$ cat src/rtl/parking_pkg.sv
// Shared definitions for the car-park entry controller.
//   STATE_W            width of the FSM state register
//   IDLE .. LOCKOUT    state encodings (LOCKOUT is only reachable when the
//                      controller is built with LOCKOUT_EN defined)
//   is_pw_state()      true in the states that wait for a password submission
package parking_pkg;

  localparam int STATE_W = 3;

  localparam logic [STATE_W-1:0] IDLE           = 3'd0;
  localparam logic [STATE_W-1:0] WAIT_PASSWORD  = 3'd1;
  localparam logic [STATE_W-1:0] WRONG_PASSWORD = 3'd2;
  localparam logic [STATE_W-1:0] RIGHT_PASSWORD = 3'd3;
  localparam logic [STATE_W-1:0] STOP           = 3'd4;
  localparam logic [STATE_W-1:0] LOCKOUT        = 3'd5;

  function automatic logic is_pw_state(input logic [STATE_W-1:0] s);
    return (s == WAIT_PASSWORD) || (s == WRONG_PASSWORD);
  endfunction

endpackage

$ cat src/rtl/parking_blink_div.sv
// Free-running blink phase generator for the status LEDs.
// The phase flips once every BLINK_DIV clock cycles, starting low after reset.
//   clk_i    in   clock, rising edge
//   rst_ni   in   asynchronous active-low reset
//   phase_o  out  blink phase
module parking_blink_div #(
  parameter int BLINK_DIV = 2
) (
  input  logic clk_i,
  input  logic rst_ni,
  output logic phase_o
);

  localparam int CNT_W = (BLINK_DIV > 1) ? $clog2(BLINK_DIV) : 1;
  localparam logic [CNT_W-1:0] CNT_LAST = CNT_W'(BLINK_DIV - 1);

  logic [CNT_W-1:0] cnt_q, cnt_d;
  logic             phase_q, phase_d;

  always_comb begin
    cnt_d   = cnt_q + CNT_W'(1);
    phase_d = phase_q;
    if (cnt_q == CNT_LAST) begin
      cnt_d   = '0;
      phase_d = ~phase_q;
    end
  end

  always_ff @(posedge clk_i or negedge rst_ni) begin
    if (!rst_ni) begin
      cnt_q   <= '0;
      phase_q <= 1'b0;
    end else begin
      cnt_q   <= cnt_d;
      phase_q <= phase_d;
    end
  end

  assign phase_o = phase_q;

endmodule

$ cat src/rtl/parking_gate_ctrl.sv
// Car-park entry controller: password-gated barrier with occupancy tracking.
// A Moore FSM admits one car per visit after a correct two-digit password,
// refuses visits when the park is full, abandons a visit after TIMEOUT idle
// cycles and flags tailgating (entrance and exit sensors both active).
// All outputs are registered, so LEDs and gate_open trail the state by one cycle.
// Optional build macro LOCKOUT_EN: after MAX_TRIES wrong submissions in one
// visit the controller locks out for LOCK_CYCLES cycles, then returns to IDLE.
// Ports:
//   clk, reset_n                      clock / asynchronous active-low reset
//   entrance_sensor_input             car present at the entrance
//   exit_sensor_input                 car has passed the barrier
//   car_leave                         one-cycle pulse, a parked car left
//   password_1, password_2, pw_valid  password digits and submit strobe
//   GREEN_LED, RED_LED                status LEDs
//   gate_open                         barrier open (RIGHT_PASSWORD)
//   full, occupancy                   occupancy status
//   state_o                           current state, for debug
module parking_gate_ctrl
  import parking_pkg::*;
#(
  parameter int              CAPACITY    = 8,
  parameter int              PW_W        = 2,
  parameter logic [PW_W-1:0] PASSWORD_1  = 2'b01,
  parameter logic [PW_W-1:0] PASSWORD_2  = 2'b10,
  parameter int              WAIT_CYCLES = 4,
  parameter int              TIMEOUT     = 64,
  parameter int              BLINK_DIV   = 2,
  parameter int              MAX_TRIES   = 3,
  parameter int              LOCK_CYCLES = 16
) (
  input  logic                          clk,
  input  logic                          reset_n,
  input  logic                          entrance_sensor_input,
  input  logic                          exit_sensor_input,
  input  logic                          car_leave,
  input  logic [PW_W-1:0]               password_1,
  input  logic [PW_W-1:0]               password_2,
  input  logic                          pw_valid,
  output logic                          GREEN_LED,
  output logic                          RED_LED,
  output logic                          gate_open,
  output logic                          full,
  output logic [$clog2(CAPACITY+1)-1:0] occupancy,
  output logic [STATE_W-1:0]            state_o
);

  localparam int OCC_W  = $clog2(CAPACITY + 1);
  localparam int WAIT_W = (WAIT_CYCLES < 1) ? 1 : $clog2(WAIT_CYCLES + 1);
  localparam int TO_W   = (TIMEOUT < 1) ? 1 : $clog2(TIMEOUT + 1);

  localparam logic [OCC_W-1:0]  OCC_MAX  = OCC_W'(CAPACITY);
  localparam logic [WAIT_W-1:0] WAIT_MAX = WAIT_W'(WAIT_CYCLES);
  localparam logic [TO_W-1:0]   TO_LAST  = TO_W'(TIMEOUT - 1);

  logic [STATE_W-1:0] state_q, state_d;
  logic [OCC_W-1:0]   occ_q, occ_d;
  logic               full_q, full_d;
  logic [WAIT_W-1:0]  wait_q, wait_d;
  logic [TO_W-1:0]    to_q, to_d;
  logic               green_q, green_d;
  logic               red_q, red_d;
  logic               gate_q, gate_d;

  logic               blink;
  logic               pw_ok;
  logic               accept;
  logic               timed_out;
  logic               admit;
  logic               wrong_sub;
  logic [STATE_W-1:0] reject_st;

`ifdef LOCKOUT_EN
  localparam int TRY_W  = (MAX_TRIES < 1) ? 1 : $clog2(MAX_TRIES + 1);
  localparam int LOCK_W = (LOCK_CYCLES < 1) ? 1 : $clog2(LOCK_CYCLES + 1);
  localparam logic [TRY_W-1:0]  TRY_LAST  = TRY_W'(MAX_TRIES - 1);
  localparam logic [LOCK_W-1:0] LOCK_LAST = LOCK_W'(LOCK_CYCLES - 1);

  logic [TRY_W-1:0]  try_q, try_d;
  logic [LOCK_W-1:0] lock_q, lock_d;
`else
  logic unused_lock_cfg;
  assign unused_lock_cfg = ^{MAX_TRIES, LOCK_CYCLES, LOCKOUT};
`endif

  parking_blink_div #(
    .BLINK_DIV (BLINK_DIV)
  ) u_blink (
    .clk_i   (clk),
    .rst_ni  (reset_n),
    .phase_o (blink)
  );

  // Next-state logic
  always_comb begin
    pw_ok     = (password_1 == PASSWORD_1) && (password_2 == PASSWORD_2);
    // Submissions arriving before the minimum dwell in WAIT_PASSWORD are dropped.
    accept    = pw_valid && (wait_q >= WAIT_MAX);
    timed_out = !pw_valid && (to_q == TO_LAST);
    admit     = 1'b0;
    wrong_sub = 1'b0;
    state_d   = state_q;
`ifdef LOCKOUT_EN
    // The submission that reaches MAX_TRIES goes straight to LOCKOUT.
    reject_st = (try_q >= TRY_LAST) ? LOCKOUT : WRONG_PASSWORD;
`else
    reject_st = WRONG_PASSWORD;
`endif

    case (state_q)
      IDLE: begin
        if (entrance_sensor_input && !full_q) state_d = WAIT_PASSWORD;
      end
      WAIT_PASSWORD: begin
        if (accept) begin
          if (pw_ok) begin
            state_d = RIGHT_PASSWORD;
          end else begin
            state_d   = reject_st;
            wrong_sub = 1'b1;
          end
        end else if (timed_out) begin
          state_d = IDLE;
        end
      end
      WRONG_PASSWORD: begin
        if (pw_valid) begin
          if (pw_ok) begin
            state_d = RIGHT_PASSWORD;
          end else begin
            state_d   = reject_st;
            wrong_sub = 1'b1;
          end
        end else if (timed_out) begin
          state_d = IDLE;
        end
      end
      RIGHT_PASSWORD: begin
        // Both sensors active means a second car is following through.
        if (entrance_sensor_input && exit_sensor_input) begin
          state_d = STOP;
        end else if (exit_sensor_input) begin
          state_d = IDLE;
          admit   = 1'b1;
        end
      end
      STOP: begin
        if (pw_valid && pw_ok) state_d = RIGHT_PASSWORD;
      end
`ifdef LOCKOUT_EN
      LOCKOUT: begin
        if (lock_q == LOCK_LAST) state_d = IDLE;
      end
`endif
      default: state_d = IDLE;
    endcase
  end

  // Dwell, timeout and lockout counters
  always_comb begin
    wait_d = wait_q;
    if (state_d != state_q) begin
      wait_d = '0;
    end else if ((state_q == WAIT_PASSWORD) && (wait_q < WAIT_MAX)) begin
      wait_d = wait_q + WAIT_W'(1);
    end

    // Any strobe restarts the timeout, even one dropped by the dwell check.
    to_d = to_q;
    if ((state_d != state_q) || pw_valid) begin
      to_d = '0;
    end else if (is_pw_state(state_q) && (to_q != TO_LAST)) begin
      to_d = to_q + TO_W'(1);
    end

`ifdef LOCKOUT_EN
    try_d = try_q;
    if ((state_q == IDLE) || (state_q == RIGHT_PASSWORD)) begin
      try_d = '0;
    end else if (wrong_sub && (try_q < TRY_W'(MAX_TRIES))) begin
      try_d = try_q + TRY_W'(1);
    end

    lock_d = lock_q;
    if (state_d != state_q) begin
      lock_d = '0;
    end else if ((state_q == LOCKOUT) && (lock_q != LOCK_LAST)) begin
      lock_d = lock_q + LOCK_W'(1);
    end
`endif
  end

  // Occupancy: an admission and a departure in the same cycle cancel out.
  always_comb begin
    occ_d = occ_q;
    if (admit && car_leave) begin
      occ_d = occ_q;
    end else if (admit) begin
      if (occ_q != OCC_MAX) occ_d = occ_q + OCC_W'(1);
    end else if (car_leave && (occ_q != '0)) begin
      occ_d = occ_q - OCC_W'(1);
    end
    full_d = (occ_d == OCC_MAX);
  end

  // Output decode from the current state
  always_comb begin
    gate_d  = (state_q == RIGHT_PASSWORD);
    green_d = 1'b0;
    red_d   = 1'b0;
    case (state_q)
      IDLE:           red_d   = full_q;
      WAIT_PASSWORD:  red_d   = 1'b1;
      WRONG_PASSWORD: red_d   = blink;
      STOP:           red_d   = blink;
      RIGHT_PASSWORD: green_d = blink;
`ifdef LOCKOUT_EN
      LOCKOUT: begin
        red_d   = 1'b1;
        green_d = blink;
      end
`endif
      default: ;
    endcase
  end

  always_ff @(posedge clk or negedge reset_n) begin
    if (!reset_n) begin
      state_q <= IDLE;
      occ_q   <= '0;
      full_q  <= 1'b0;
      wait_q  <= '0;
      to_q    <= '0;
      green_q <= 1'b0;
      red_q   <= 1'b0;
      gate_q  <= 1'b0;
`ifdef LOCKOUT_EN
      try_q   <= '0;
      lock_q  <= '0;
`endif
    end else begin
      state_q <= state_d;
      occ_q   <= occ_d;
      full_q  <= full_d;
      wait_q  <= wait_d;
      to_q    <= to_d;
      green_q <= green_d;
      red_q   <= red_d;
      gate_q  <= gate_d;
`ifdef LOCKOUT_EN
      try_q   <= try_d;
      lock_q  <= lock_d;
`endif
    end
  end

  assign GREEN_LED = green_q;
  assign RED_LED   = red_q;
  assign gate_open = gate_q;
  assign full      = full_q;
  assign occupancy = occ_q;
  assign state_o   = state_q;

endmodule

$ cat config.mk
export PLATFORM = sky130hd
export DESIGN_NAME = parking_gate_ctrl
export DESIGN_NICKNAME = d
export VERILOG_FILES = /design/src/rtl/parking_pkg.sv /design/src/rtl/parking_blink_div.sv /design/src/rtl/parking_gate_ctrl.sv
export SDC_FILE = /design/constraint.sdc
export NUM_CORES = 1
export LEC_CHECK = 0
export CAP_MARGIN = 15
export CELL_PAD_IN_SITES_DETAIL_PLACEMENT = 2
export CELL_PAD_IN_SITES_GLOBAL_PLACEMENT = 2
export CORE_MARGIN = 4
export CORE_UTILIZATION = 36
export CTS_CLUSTER_SIZE = 40
export DETAILED_ROUTE_END_ITERATION = 8
export PLACE_DENSITY_LB_ADDON = 0.15
export SKIP_LAST_GASP = 1
export SLEW_MARGIN = 20
export SYNTH_ARGS = -nofsm -noshare
export SYNTH_HDL_FRONTEND = slang
export SYNTH_SLANG_ARGS = --single-unit
$ cat constraint.sdc
create_clock -name clk -period 3.3 [get_ports clk]
set_input_delay 0.66 -clock clk [delete_from_list [all_inputs] [get_ports clk]]
set_output_delay 0.66 -clock clk [all_outputs]
set_load 0.05 [all_outputs]
==> reports/metrics.csv <==
metric,value,unit
pin count of the biggest net entering global routing,24,
clock latency on the worst-skew pair,270,ps
global route total overflow,0,
required time worst endpoint,3420,ps
post-DR vias/cell,5.858,
number of maximum-capacitance violations,0,
fraction of the cycle the final worst path needs,78.95,%
Detail Route Antenna Nets,0,
DP Cell Count,214,
"Clk pin slew, worst setup/hold paths",80,ps
routed len/inst,18.87,µm
endpoint kind of the worst setup timing path,flop,
number of antenna violations at the first check in global routing,0,
estimated wirelength of the detail-placed design,3.053,mm
area share of the leading cell type in the synthesized netlist,40.71,%
die span in y,70.67,µm
CP Buf/Inv Count,2,
"critical path fanouts, max",11,
post-CTS resize count,0,
summed negative setup slack over all endpoints,0,ps
Total Routed Length,4.114,mm
buffer levels on the longest clock path,2,
Worst Tran Pin Value,604.0,ps
Top Family by Delay on Critical Path,compound AO/OA/AOI/OAI gates,
Layout Cells excl Fill,218,
count of H-tree levels built during CTS,1,
post-synthesis sequential area ratio,40.71,%
highest routed layer,met4,
max-slew violation count,0,
ys async rst share,100.0,%
Final Setup Violations,0,
total number of vias,1277,
number of warnings reported in the yosys synthesis log,0,
overall power consumption,0.001489,W
Core Footprint,0.003716,mm²
areal power density over the cells,864.4,mW/mm²
CTS Root Buffer Type,sky130_fd_sc_hd__clkbuf_8,
RSZ-0062 raised after global routing,no,
routed metal-1 wirelength,1.945,mm
slowest cell on the critical path,sky130_fd_sc_hd__a211oi_4,
number of CTS-inserted buffers,3,
crit path launch type,primary input,
clock tree sinks,23,
clock tree from TritonCTS,yes,
violation count after the first detailed-routing iteration,97,
die extent in x,70.67,µm
number of nets in the synthesized netlist,162,
first-pass iteration count of the detailed router,4,
Post-synth EDFFs,0,
Setup Slack @ Placement,424.4,ps
number of global-route vias before repair,1421,
setup slack on the worst flop-to-flop path,940,ps
minimum clock period after layout,2605,ps
Global Route Usage Sum,17.74,%
peak clock frequency supported by timing,383.8,MHz
final layout net count,185,
wire length on met2,2.020,mm
post-cts hold buffer count,0,
Syn Std Cell Area,0.001414,mm²
Layout fillers,408,
worst vdd rail ir drop,0.3310,mV
Post-route DRC,0,
row cnt,22,
final hold violations,0,
largest area contributor in the synthesized netlist,sky130_fd_sc_hd__dfrtp_1,
remaining max-slew budget at the tightest pin,59.73,%
area enclosed by the die boundary,0.004994,mm²
"Cell Chain, Critical Path","clkdlybuf4s50_1, buf_4, or3_1, a221o_2, a211oi_4, nor4_1",
average cell area after synthesis,9.553,µm²
total length of routed met3 wires,113,µm
dominant cells by area after synthesis,"sky130_fd_sc_hd__dfrtp_1, sky130_fd_sc_hd__ha_1, sky130_fd_sc_hd__nor4_1",
antenna fix cells,0,
worst setup slack after layout,694.8,ps
clock tree skew after final layout,8.382,ps
Initial Util,38.05,%
synthesized instance count,148,
Crit Path Category,primary input to flop,
gpl congestion,0.7839,
Leakage Power,0.7018,nW
distinct cell type count after synthesis,50,
"Data arrival, critical path",2730,ps
most used flip-flop cell after synthesis,sky130_fd_sc_hd__dfrtp_1,
result of the run,completed,
number of flip-flops and latches in the synthesized netlist,23,
Area Overhead vs Synth,21.86,%
buffers added on ports,20,
I/O pin total,21,
fraction of layout cells with a size suffix above 1,11.18,%
first-pass GRT wire length,7.169,mm
post-CTS setup buffer count,0,
delay of the slowest critical-path stage,510,ps
worst min-delay path class,flop to flop,
==> area by class of cell <==
class	instances	area (µm²)	share of cell area, %
clock buffers	3	41.29	2.397
clock inverters	1	7.507	0.4357
inverters	6	22.52	1.307
multi-input cells	114	793.3	46.04
flip-flops and latches	23	575.6	33.41
well taps	48	60.06	3.486
repair buffers	23	222.7	12.93
==> flip-flops by register name (all words and copies together) (netlist names) <==
register and flops:
to_q 7, occupancy 4, state_o 3, wait_q 3, GREEN_LED 1, RED_LED 1
full 1, gate_open 1, u_blink.cnt_q 1, u_blink.phase_o 1
==> stage by stage <==
stage	utilization (%)	cell area (µm²)	hold slack, ps
floorplan	-	1414	364.4
global placement	45.05	1674	426.2
detailed placement	45.05	1674	435.3
CTS	46.36	1723	447.3
global route	46.36	1723	481.2
finish	46.36	1723	446.6
==> power breakdown <==
| part | internal [W] | switching, W | leakage, nW |
|---|---|---|---|
| combinational | 0.000323 | 0.000517 | 0.381 |
| sequential | 0.000351 | 0.000120 | 0.299 |
| clock | 0.0000853 | 0.0000937 | 0.0217 |
==> kinds of logic after synthesis <==
family	synth area share (%)
buffers and inverters	3.186
AOI/OAI and AO/OA	18.59
and+or+nand+nor	25.49
adders and majority gates	3.540
DFF	40.71
xor gates and xnor gates	5.575
muxes	2.920
==> Yosys cell counts, types with 2 or more instances <==
| master | number |
|---|---|
| sky130_fd_sc_hd__nand2b_1 | 5 |
| sky130_fd_sc_hd__and3_1 | 3 |
| sky130_fd_sc_hd__a31oi_1 | 3 |
| sky130_fd_sc_hd__nor2_1 | 10 |
| sky130_fd_sc_hd__nor2b_1 | 4 |
| sky130_fd_sc_hd__nand3_1 | 3 |
| sky130_fd_sc_hd__ha_1 | 4 |
| sky130_fd_sc_hd__a31o_2 | 2 |
| sky130_fd_sc_hd__o21ai_0 | 5 |
| sky130_fd_sc_hd__o31ai_1 | 4 |
| sky130_fd_sc_hd__xnor2_1 | 5 |
| sky130_fd_sc_hd__xor2_1 | 4 |
| sky130_fd_sc_hd__nand2_1 | 7 |
| sky130_fd_sc_hd__dfrtp_1 | 23 |
| sky130_fd_sc_hd__clkbuf_1 | 2 |
| sky130_fd_sc_hd__nor4_1 | 7 |
| sky130_fd_sc_hd__nand3b_1 | 4 |
| sky130_fd_sc_hd__nor3_1 | 8 |
| sky130_fd_sc_hd__mux2i_1 | 3 |
| sky130_fd_sc_hd__a21oi_1 | 6 |
| sky130_fd_sc_hd__buf_2 | 3 |
| sky130_fd_sc_hd__inv_1 | 5 |
==> worst paths after layout <==
path | cells past startpoint | to | from
hold / removal | 1 | u_blink.cnt_q | u_blink.cnt_q
hold reg to reg | 1 | u_blink.cnt_q | u_blink.cnt_q
max in group asynchronous | 2 | u_blink.phase_o | reset_n
setup reg to reg | 6 | full | state_o[0]
min in group asynchronous | 2 | state_o[2] | reset_n
setup / recovery | 6 | to_q[5] | pw_valid
==> placed cells by master, fill, tap and decap left out, types with 2 or more instances in the layout <==
| master | netlist | final |
|---|---|---|
| sky130_fd_sc_hd__xor2_1 | 4 | 4 |
| sky130_fd_sc_hd__inv_1 | 5 | 5 |
| sky130_fd_sc_hd__nor4_1 | 7 | 7 |
| sky130_fd_sc_hd__clkbuf_8 | 0 | 3 |
| sky130_fd_sc_hd__nand3_1 | 3 | 3 |
| sky130_fd_sc_hd__nor2_1 | 10 | 10 |
| sky130_fd_sc_hd__mux2i_1 | 3 | 3 |
| sky130_fd_sc_hd__a31o_2 | 2 | 2 |
| sky130_fd_sc_hd__a21oi_1 | 6 | 6 |
| sky130_fd_sc_hd__o21ai_0 | 5 | 5 |
| sky130_fd_sc_hd__o31ai_1 | 4 | 4 |
| sky130_fd_sc_hd__and3_1 | 3 | 3 |
| sky130_fd_sc_hd__dfrtp_1 | 23 | 23 |
| sky130_fd_sc_hd__ha_1 | 4 | 4 |
| sky130_fd_sc_hd__nand2_1 | 7 | 7 |
| sky130_fd_sc_hd__buf_4 | 0 | 3 |
| sky130_fd_sc_hd__nor3_1 | 8 | 8 |
| sky130_fd_sc_hd__nor2b_1 | 4 | 4 |
| sky130_fd_sc_hd__nand2b_1 | 5 | 5 |
| sky130_fd_sc_hd__a31oi_1 | 3 | 3 |
| sky130_fd_sc_hd__nand3b_1 | 4 | 4 |
| sky130_fd_sc_hd__xnor2_1 | 5 | 5 |
| sky130_fd_sc_hd__clkdlybuf4s50_1 | 0 | 20 |
==> routing by layer <==
layer	vias to the layer above	global-route usage [%]
li1	603	-
met2	19	28.48
met5	-	0
met4	0	2.714
met3	4	3.835
met1	651	25.18
==> worst register-to-register path: stages (launching register included) <==
cell and delay, ps:
sky130_fd_sc_hd__dfrtp_1 740, sky130_fd_sc_hd__nand3b_1 370, sky130_fd_sc_hd__inv_2 240, sky130_fd_sc_hd__a31oi_1 100, sky130_fd_sc_hd__o21ai_0 210, sky130_fd_sc_hd__o211ai_1 140, sky130_fd_sc_hd__nor4b_1 420
No activity file was read; power rests on OpenSTA's default activity.
